### src/rtl/print_stat_timestamp_fifo.sv
// Timestamped print-stat event FIFO: captures {ctr, tag} on every snooped event,
// presents entries in order to a yumi-style consumer, and counts events lost to overflow.
module print_stat_timestamp_fifo #(
  parameter int data_width_p = 32,
  parameter int ctr_width_p  = 64,
  parameter int els_p        = 8,
  parameter int drop_width_p = 16
) (
  input  logic                                clk_i,
  input  logic                                reset_ni,
  input  logic                                v_i,
  input  logic [data_width_p-1:0]             tag_i,
  input  logic [ctr_width_p-1:0]              ctr_i,
  output logic                                v_o,
  output logic [ctr_width_p+data_width_p-1:0] data_o,
  input  logic                                yumi_i,
  output logic [$clog2(els_p+1)-1:0]          count_o,
  output logic                                full_o,
  output logic [drop_width_p-1:0]             drop_count_o,
  input  logic                                clear_drops_i
);

  localparam int ptr_w   = $clog2(els_p);
  localparam int cnt_w   = $clog2(els_p+1);
  localparam int entry_w = ctr_width_p + data_width_p;

  logic [entry_w-1:0]      mem [els_p];
  logic [ptr_w-1:0]        head_reg;
  logic [ptr_w-1:0]        tail_reg;
  logic [cnt_w-1:0]        count_reg;
  logic [cnt_w-1:0]        count_next;
  logic [drop_width_p-1:0] drop_reg;
  logic [drop_width_p-1:0] drop_next;
  logic                    deq;
  logic                    enq;
  logic                    drop;

  assign v_o          = (count_reg != '0);
  assign full_o       = (count_reg == cnt_w'(els_p));
  assign count_o      = count_reg;
  assign drop_count_o = drop_reg;
  assign data_o       = mem[head_reg];

  // A dequeue in the same cycle frees the slot, so a full FIFO still accepts the event.
  assign deq  = yumi_i & v_o;
  assign enq  = v_i & (~full_o | deq);
  assign drop = v_i & full_o & ~deq;

  always_comb begin
    count_next = count_reg;
    case ({enq, deq})
      2'b10:   count_next = count_reg + cnt_w'(1);
      2'b01:   count_next = count_reg - cnt_w'(1);
      default: count_next = count_reg;
    endcase
  end

  always_comb begin
    drop_next = drop_reg;
    if (clear_drops_i)
      drop_next = '0;
    else if (drop && (drop_reg != '1))
      drop_next = drop_reg + drop_width_p'(1);
  end

  // Storage carries no reset so it can map onto distributed RAM.
  always_ff @(posedge clk_i) begin
    if (enq)
      mem[tail_reg] <= {ctr_i, tag_i};
  end

  always_ff @(posedge clk_i or negedge reset_ni) begin
    if (!reset_ni) begin
      head_reg  <= '0;
      tail_reg  <= '0;
      count_reg <= '0;
      drop_reg  <= '0;
    end else begin
      if (deq)
        head_reg <= head_reg + ptr_w'(1);
      if (enq)
        tail_reg <= tail_reg + ptr_w'(1);
      count_reg <= count_next;
      drop_reg  <= drop_next;
    end
  end

  yumi_without_valid: assert property (@(posedge clk_i) disable iff (!reset_ni) !(yumi_i && !v_o));

endmodule
### config.mk
export PLATFORM = sky130hd
export DESIGN_NAME = print_stat_timestamp_fifo
export DESIGN_NICKNAME = d
export VERILOG_FILES = /design/src/rtl/print_stat_timestamp_fifo.sv
export SDC_FILE = /design/constraint.sdc
export NUM_CORES = 1
export LEC_CHECK = 0
export CORE_ASPECT_RATIO = 2
export CORE_MARGIN = 2
export CORE_UTILIZATION = 50
export DETAILED_ROUTE_END_ITERATION = 8
export PLACE_DENSITY = 0.7
export SLEW_MARGIN = 20
export SYNTH_ARGS = -nofsm -noshare
export SYNTH_HDL_FRONTEND = slang
export SYNTH_SLANG_ARGS = --single-unit
### constraint.sdc
create_clock -name clk_i -period 23.6 [get_ports clk_i]
set_clock_uncertainty 0.05 [all_clocks]
set_input_delay 2.36 -clock clk_i [delete_from_list [all_inputs] [get_ports clk_i]]
set_output_delay 2.36 -clock clk_i [all_outputs]
set_load 0.02 [all_outputs]
==> results of run 1 <==
[path summary, 6_finish.rpt]
path / start / to
min reg2reg: tail_reg[0] / tail_reg[0]
max: head_reg[0] / data_o[48]
max reg2reg: count_o[3] / mem[1][54]
max in group asynchronous: reset_ni / head_reg[1]
min in group asynchronous: reset_ni / drop_count_o[6]
min: tail_reg[0] / tail_reg[0]
[cell usage after synthesis (2+ instances only)]
cell        n  area share, %
nand2b_1    3          0.062
and2_1      2          0.041
nand3_1     6          0.099
xor2_1      2          0.058
xnor2_1     5           0.14
o21ai_0     7           0.12
o311ai_0    2          0.058
mux4_2    192             14
a21oi_1    14           0.23
nor2b_1     5           0.10
and3_1      2          0.041
clkbuf_1   32           0.40
o41ai_1     3          0.087
o31ai_1     8           0.20
edfxtp_1  768             76
nor3_1      2          0.033
buf_1       3          0.037
inv_1       4          0.050
nor2_1     13           0.16
buf_2      25           0.41
or4_1       9           0.22
dfrtp_1    26            2.2
nand4_1     7           0.14
nor4_1      2          0.041
nand2_1     8          0.099
or3_1       3          0.062
ha_1        4           0.17
mux2_2    100            3.7
[logic make-up (layout without fill, tap and decap cells)]
family / after synthesis / in the layout
adder cells (fa/ha/maj): 4 / 4
multiplexers: 293 / 293
other: 0 / 1
AO/OA/AOI/OAI: 38 / 38
flip-flops: 794 / 794
AND/OR/NAND/NOR: 67 / 67
buffers and inverters: 66 / 369
XOR/XNOR: 7 / 7
[per-layer routing]
metal | vias to the layer above | GRT usage (%) | wire (um) | part of all wire, %
li1 | 5903 | - | - | -
met1 | 7319 | 23.5 | 22700 | 38
met2 | 369 | 35.2 | 32400 | 54
met3 | 88 | 4.22 | 3320 | 5.5
met4 | 8 | 6.57 | 1620 | 2.7
met5 | - | 0 | 51 | 0.085
[metrics by stage]
stage	setup WS (ns)	utilization, %	power, W	area [um2]
2_1_floorplan	13.25	-	0.00284	30200
3_3_place_gp	16.30	55.7	0.00337	33300
3_5_place_dp	16.28	55.7	0.00339	33300
4_1_cts	15.63	59.3	0.00448	35500
5_1_grt	15.68	59.3	0.00461	35600
6_report	16.16	59.3	0.00442	35600
[cell type report]
cell class / instances / area share (%)
Sequential cell: 794 / 66.7
Multi-Input combinational cell: 409 / 17.6
Clock inverter: 32 / 0.732
Timing Repair Buffer: 244 / 6.79
Inverter: 4 / 0.0422
Antenna cell: 1 / 0.00704
Tap cell: 774 / 2.72
Clock buffer: 89 / 5.34
[report_power, final]
part	switching (W)	internal, W
combinational	0.000736	0.000741
sequential	0.0000926	0.00176
clock	0.000473	0.000612
total	0.00130	0.00312
==> results.cfg, run 1 <==
[yosys]
synthMuxAreaShare_pct = 18.1
synth_top_family_by_area = multiplexers
ys_types = 40
synth_xor_area_share_pct = 0.203
synthFlopType = edfxtp_1
synthArstFlopShare_pct = 3.27
synth_compound_area_share_pct = 0.791
syn_inst = 1269
avgSynthCellArea_um2 = 23.8
synthesis.area_um2 = 30200
ys_ff_latch = 794
syn_nets = 1374
yosysWarnings = 0
synth_edf_count = 768
synthAdderAreaFrac_pct = 0.166
synthSimpleGateAreaFrac_pct = 1.35
ys_seq_area_share_pct = 78.5

[cts]
cts_resized = 0
hold_buffers = 0
cts_sinks = 794
clockBufferDepth = 3
cts_root_buf = clkbuf_16
h-tree-depth = 3
cts_buffers = 67
cts_tree = yes
clk_pin_slew_ns = 0.06
cts_setup_buffers = 0
clock_latency_ns = 0.59

[placed_design]
portBuffers = 218
dp_cells = 2223
dp_hpwl_um = 33900
gp_routability_congestion = 0.720

[cells_and_area]
stdcell_count = 2347
final_common_cell = edfxtp_1
largest_reg_flops = 768
regMostFlops = mem
area.sequential_um2 = 23700
drive_gt1_share_pct = 27.2
syn_to_final_growth_pct = 17.6
fin_nets = 1625
layout_common_cells = 768 x edfxtp_1, 218 x clkdlybuf4s50_1, 192 x mux4_2
multiInputGateArea_um2 = 6270
nFillCells = 4165

[timing]
rsz0062_at_grt = false
hold_slack_ns = 0.489
relSlewSlack_pct = 24.5
fin_crit_sh_pct = 31.5
fin_setup_tns_ns = 0
tightest_slew_ns = 1.13
hold_viol = 0
period_minus_slack_ns = 7.44
fmax_mhz = 134
drv_slew = 0
setup_violations = 0

[setup_path]
crit_chain = buf_4 > buf_4 > buf_6 > mux4_2 > mux2_2 > clkdlybuf4s50_1
crit_top_cell = buf_4
critPathSlowestCell = buf_4
critPathKind = flip-flop to output pin
required_ns = 21.19
worstPathArrival_ns = 5.03
cp_num_buf_inv = 4
endpoint_kind = output pin
critPathLaunchType = flip-flop
critPathTopFamily = buffers and inverters
max_stage_delay_ns = 0.85
reg2reg_slack_ns = 19.93
crit_fanout = 53
ff2ff_path_depth = 5
cp_num_cells = 6

[worst_hold_path]
min_path_type = flip-flop to flip-flop
min_path_cells = 1

[route]
drc_errors = 0
ant_nets = 0
vias_per_cell = 5.83
wirelength_um = 60100
dr.pass1.iters = 5
drtIter0Drc = 973
vias = 13700
wl_per_cell_um = 25.6

[global_route]
grt_remaining_overflow = 0
grt_pass1_vias = 14800
grt_pass1_wl_um = 90000
grt_max_degree = 77
grt_usage_pct = 19.7
antenna_found_initial = 5

[power]
worst_ir_drop_vdd_v = 0.000106
p_per_area_nw_per_um2 = 124
p_leak_nw = 11.2

[die]
die_y_um = 352
die_area_um2 = 62500
fp-row-count = 127
initial_utilization_pct = 50.4
die_x_um = 178
core_area_um2 = 59900
io_pins = 219

[flow_run]
cap_violations = 0

[run_status]
status = finished clean
Power figures use the tool's default switching activity.
==> run 2, diff against run 1 <==
--- a/config.mk
+++ b/config.mk
@@ -9,7 +9,7 @@
 export CORE_MARGIN = 2
 export CORE_UTILIZATION = 50
 export DETAILED_ROUTE_END_ITERATION = 8
-export PLACE_DENSITY = 0.7
+export PLACE_DENSITY = 0.72
 export SLEW_MARGIN = 20
 export SYNTH_ARGS = -nofsm -noshare
 export SYNTH_HDL_FRONTEND = slang
==> constraint.sdc (replaced) <==
create_clock -name clk_i -period 6.37 [get_ports clk_i]
set_clock_uncertainty 0.05 [all_clocks]
set_input_delay 0.637 -clock clk_i [delete_from_list [all_inputs] [get_ports clk_i]]
set_output_delay 0.637 -clock clk_i [all_outputs]
set_load 0.02 [all_outputs]
==> run 2 against run 1 <==
Via count is 0.78% lower. Clock power increased to 3.8 times the previous value. Total power increased to 3.8 times the previous value. Critical path type unchanged. Highest routed layer unchanged.
==> results.cfg, run 2 (synthesis gave the netlist of run 1 again) <==
[route]
wl_per_cell_um = 26.2
vias_per_cell = 5.79
drc_errors = 0
vias = 13600
wirelength_um = 61500
drtIter0Drc = 976
dr.pass1.iters = 5
ant_nets = 0

[cts]
cts_setup_buffers = 0
clockBufferDepth = 3
clk_pin_slew_ns = 0.07
clock_latency_ns = 0.59
cts_tree = yes
cts_sinks = 794
cts_buffers = 67
hold_buffers = 0
cts_resized = 0
h-tree-depth = 3
cts_root_buf = clkbuf_16

[timing]
setup_violations = 0
fmax_mhz = 231
hold_viol = 0
drv_slew = 0
period_minus_slack_ns = 4.33
relSlewSlack_pct = 36.1
tightest_slew_ns = 0.956
rsz0062_at_grt = false
fin_setup_tns_ns = 0
fin_crit_sh_pct = 67.9

[worst_hold_path]
min_path_type = primary input to async pin

[placed_design]
dp_hpwl_um = 35000
portBuffers = 218
gp_routability_congestion = 0.750
dp_cells = 2224

[die]
die_y_um = 352
fp-row-count = 127
initial_utilization_pct = 50.4
io_pins = 219
core_area_um2 = 59900
die_area_um2 = 62500
die_x_um = 178

[global_route]
grt_pass1_wl_um = 91800
grt_max_degree = 97
antenna_found_initial = 12
grt_pass1_vias = 14700
grt_remaining_overflow = 0
grt_usage_pct = 20.2

[flow_run]
cap_violations = 0

[setup_path]
critPathLaunchType = flip-flop
ff2ff_path_depth = 5
required_ns = 5.68
crit_fanout = 60
endpoint_kind = output pin
worstPathArrival_ns = 3.64
critPathKind = flip-flop to output pin

[cells_and_area]
nFillCells = 4175
largest_reg_flops = 768
regMostFlops = mem
fin_util_pct = 59.5
drive_gt1_share_pct = 27.2
final_common_cell = edfxtp_1
syn_to_final_growth_pct = 18.0
fin_nets = 1624
layout_common_cells = 768 x edfxtp_1, 218 x clkdlybuf4s50_1, 192 x mux4_2
stdcell_count = 2344

[power]
worst_ir_drop_vdd_v = 0.000364
p_leak_nw = 11.2
p_per_area_nw_per_um2 = 465

[run_status]
status = finished clean
-- run 2: cell count changes in the layout (fill, tap and decap cells not counted), sizes merged --
cell    change
clkinv      -1
clkbuf     -11
bufinv      +4
inv         +5
buf         -1
diode       +1
-- run 2: stage by stage --
| stage | area, um2 | setup WS (ns) | hold slack [ns] | total power, W |
|---|---|---|---|---|
| global placement | 33500 | 2.10 | 0.463 | 0.0126 |
| CTS | 35700 | 1.93 | 0.358 | 0.0169 |
| global route | 35700 | 1.82 | 0.401 | 0.0173 |
| finish | 35700 | 2.04 | 0.381 | 0.0166 |
| floorplan | 30200 | 0.316 | 0.291 | 0.0105 |
| detailed placement | 33500 | 2.09 | 0.462 | 0.0127 |
-- run 2: path summary, 6_finish.rpt --
check                            start          end  slack (ns)
min in group clk_i         tail_reg[0]  tail_reg[0]        0.47
min                           reset_ni  head_reg[1]        0.38
min reg2reg                tail_reg[0]  tail_reg[0]        0.47
max reg2reg                 count_o[1]   mem[4][66]        2.99
max                        head_reg[0]   data_o[89]        2.04
max in group asynchronous     reset_ni  head_reg[0]        5.56
-- run 2: area by class of cell --
type                       count  area (um2)  share of cell area (%)
antenna                        2        5.00                  0.0140
clock buffer                  78        1740                    4.88
clock inverter                40         442                    1.24
inverter                       4        15.0                  0.0421
multi-input combinational    409        6290                    17.6
sequential                   794       23700                    66.5
tap                          774         968                    2.72
timing repair buffer         243        2490                    6.98
-- run 2: where the power goes --
part	internal, W	total (W)	switching, W
Clock	0.00230	0.00409	0.00179
Sequential	0.00653	0.00687	0.000345
Combinational	0.00279	0.00560	0.00282
-- run 2: critical path: stages (launching register included) --
cell and delay, ns:
dfrtp_4 0.72, buf_16 0.30, buf_12 0.43, mux4_2 0.56, mux2_2 0.27, clkdlybuf4s50_1 0.65
-- run 2: per-layer routing --
| metal | vias up | global-route usage [%] | part of all wire, % |
|---|---|---|---|
| met2 | 356 | 36.8 | 55 |
| met1 | 7210 | 23.4 | 36 |
| met5 | - | 0 | 0.13 |
| met3 | 96 | 4.42 | 5.9 |
| met4 | 14 | 6.67 | 2.6 |
| li1 | 5904 | - | - |
==> run 3, diff against run 2 <==
--- a/config.mk
+++ b/config.mk
@@ -9,7 +9,7 @@
 export CORE_MARGIN = 2
 export CORE_UTILIZATION = 50
 export DETAILED_ROUTE_END_ITERATION = 8
-export PLACE_DENSITY = 0.72
+export PLACE_DENSITY = 0.7
 export SLEW_MARGIN = 20
 export SYNTH_ARGS = -nofsm -noshare
 export SYNTH_HDL_FRONTEND = slang
==> constraint.sdc (replaced) <==
create_clock -name clk_i -period 4 [get_ports clk_i]
set_clock_uncertainty 0.05 [all_clocks]
set_input_delay 0.4 -clock clk_i [delete_from_list [all_inputs] [get_ports clk_i]]
set_output_delay 0.4 -clock clk_i [all_outputs]
set_load 0.02 [all_outputs]
==> run 3 against run 2 <==
Worst hold slack lost 0.25 ns. Worst setup slack lost 1.7 ns. Combinational power grew 63%. Register-to-register slack lost 1.5 ns. Sequential share of layout area shrank 0.67 points. Core utilization grew 0.60 points. Sequential power grew 57%. Routed wire length shrank 2.2%. Cell area grew 1.0%. Clock power grew 64%. Critical endpoint is now data_o[2].
==> results.cfg, run 3 (synthesis gave the netlist of run 1 again) <==
[run_status]
status = finished clean

[global_route]
grt_remaining_overflow = 0
grt_pass1_vias = 14800
antenna_found_initial = 3
grt_usage_pct = 19.8
grt_max_degree = 83
grt_pass1_wl_um = 91000

[timing]
period_minus_slack_ns = 3.66
tightest_slew_ns = 0.978
rsz0062_at_grt = false
fin_crit_sh_pct = 91.6
hold_viol = 0
relSlewSlack_pct = 34.3
fmax_mhz = 273
drv_slew = 0
setup_violations = 0
fin_setup_tns_ns = 0

[route]
wirelength_um = 60100
wl_per_cell_um = 25.5
vias_per_cell = 5.81
dr.pass1.iters = 7
ant_nets = 0
drc_errors = 0
vias = 13700
drtIter0Drc = 904

[power]
p_leak_nw = 11.4
p_per_area_nw_per_um2 = 739
power.total_w = 0.0266
worst_ir_drop_vdd_v = 0.000543

[cells_and_area]
stdcell_count = 2357
largest_reg_flops = 768
drive_gt1_share_pct = 28.2
fin_nets = 1636
syn_to_final_growth_pct = 19.2
regMostFlops = mem
layout_common_cells = 768 x edfxtp_1, 218 x clkdlybuf4s50_1, 192 x mux4_2
final_common_cell = edfxtp_1
fin_area_um2 = 36000
diodes = 0

[die]
die_x_um = 178
io_pins = 219
die_area_um2 = 62500
die_y_um = 352
initial_utilization_pct = 50.4
fp-row-count = 127
core_area_um2 = 59900

[cts]
h-tree-depth = 3
cts_tree = yes
clk_pin_slew_ns = 0.07
cts_buffers = 69
cts_setup_buffers = 0
clockBufferDepth = 3
clock_latency_ns = 0.59
cts_resized = 0
hold_buffers = 0
cts_sinks = 794
cts_root_buf = clkbuf_16

[setup_path]
endpoint_kind = output pin
worstPathArrival_ns = 3.21
critPathKind = flip-flop to output pin
critPathTopFamily = buffers and inverters
crit_fanout = 23
critPathSlowestCell = dfrtp_4
crit_chain = buf_4 > mux4_2 > mux2_2 > clkdlybuf4s50_1
critPathLaunchType = flip-flop
cp_num_buf_inv = 2
required_ns = 3.55
max_stage_delay_ns = 0.78

[worst_hold_path]
min_path_type = primary input to async pin

[placed_design]
gp_routability_congestion = 0.718
portBuffers = 218
dp_cells = 2234
dp_hpwl_um = 33700
placed_cell_area_um2 = 33800

[flow_run]
cap_violations = 0
## run 3: layout make-up
| cell class | count | area, um2 |
|---|---|---|
| clock inverter | 47 | 479 |
| fill | 4101 | 23900 |
| sequential | 794 | 23700 |
| multi-input combinational | 409 | 6290 |
| clock buffer | 76 | 1800 |
| timing repair buffer | 253 | 2760 |
| inverter | 4 | 15.0 |
| tap | 774 | 968 |
## run 3: report_power, final
| group | switching (W) | total, W | internal [W] |
|---|---|---|---|
| Combinational | 0.00456 | 0.00915 | 0.00459 |
| Clock | 0.00290 | 0.00669 | 0.00379 |
| Sequential | 0.000397 | 0.0108 | 0.0104 |
| Total | 0.00786 | 0.0266 | 0.0188 |
## run 3: worst reg2reg max path: cells and delay by family (launching register included)
kind,cells,cell delay [ns]
xor+xnor,1,0.20
flops,1,0.51
fa+ha+maj,1,0.33
buf+inv,1,0.06
simple gates,1,0.20
compound gates,4,1.05
## run 3: per-layer routing
layer  wire length, um  global-route usage [%]
met5                41                       0
met4              1200                    5.32
met3              3030                    4.13
met2             33000                    36.1
met1             22900                    23.8
## run 3: per-stage QoR
step / utilization [%] / hold WS [ns] / setup slack (ns)
6_report: 60.1 / 0.133 / 0.336
5_1_grt: 60.1 / 0.138 / 0.147
4_1_cts: 60.1 / 0.108 / 0.233
3_5_place_dp: 56.3 / 0.488 / 0.891
3_3_place_gp: 56.3 / 0.452 / 0.906
2_1_floorplan: - / 0.0544 / -0.186
## run 3: path summary, 6_finish.rpt
check                                start         endpoint  slack, ns  depth (start not counted)
min reg2reg                drop_count_o[8]  drop_count_o[8]       0.50                          1
max                            head_reg[0]        data_o[2]       0.34                          4
max in group asynchronous         reset_ni      head_reg[0]       3.47                          2
min                               reset_ni  drop_count_o[6]       0.13                          2
max reg2reg                     count_o[1]       count_o[1]       1.48                          8
min in group clk_i               ctr_i[28]       mem[2][60]       0.47                          1
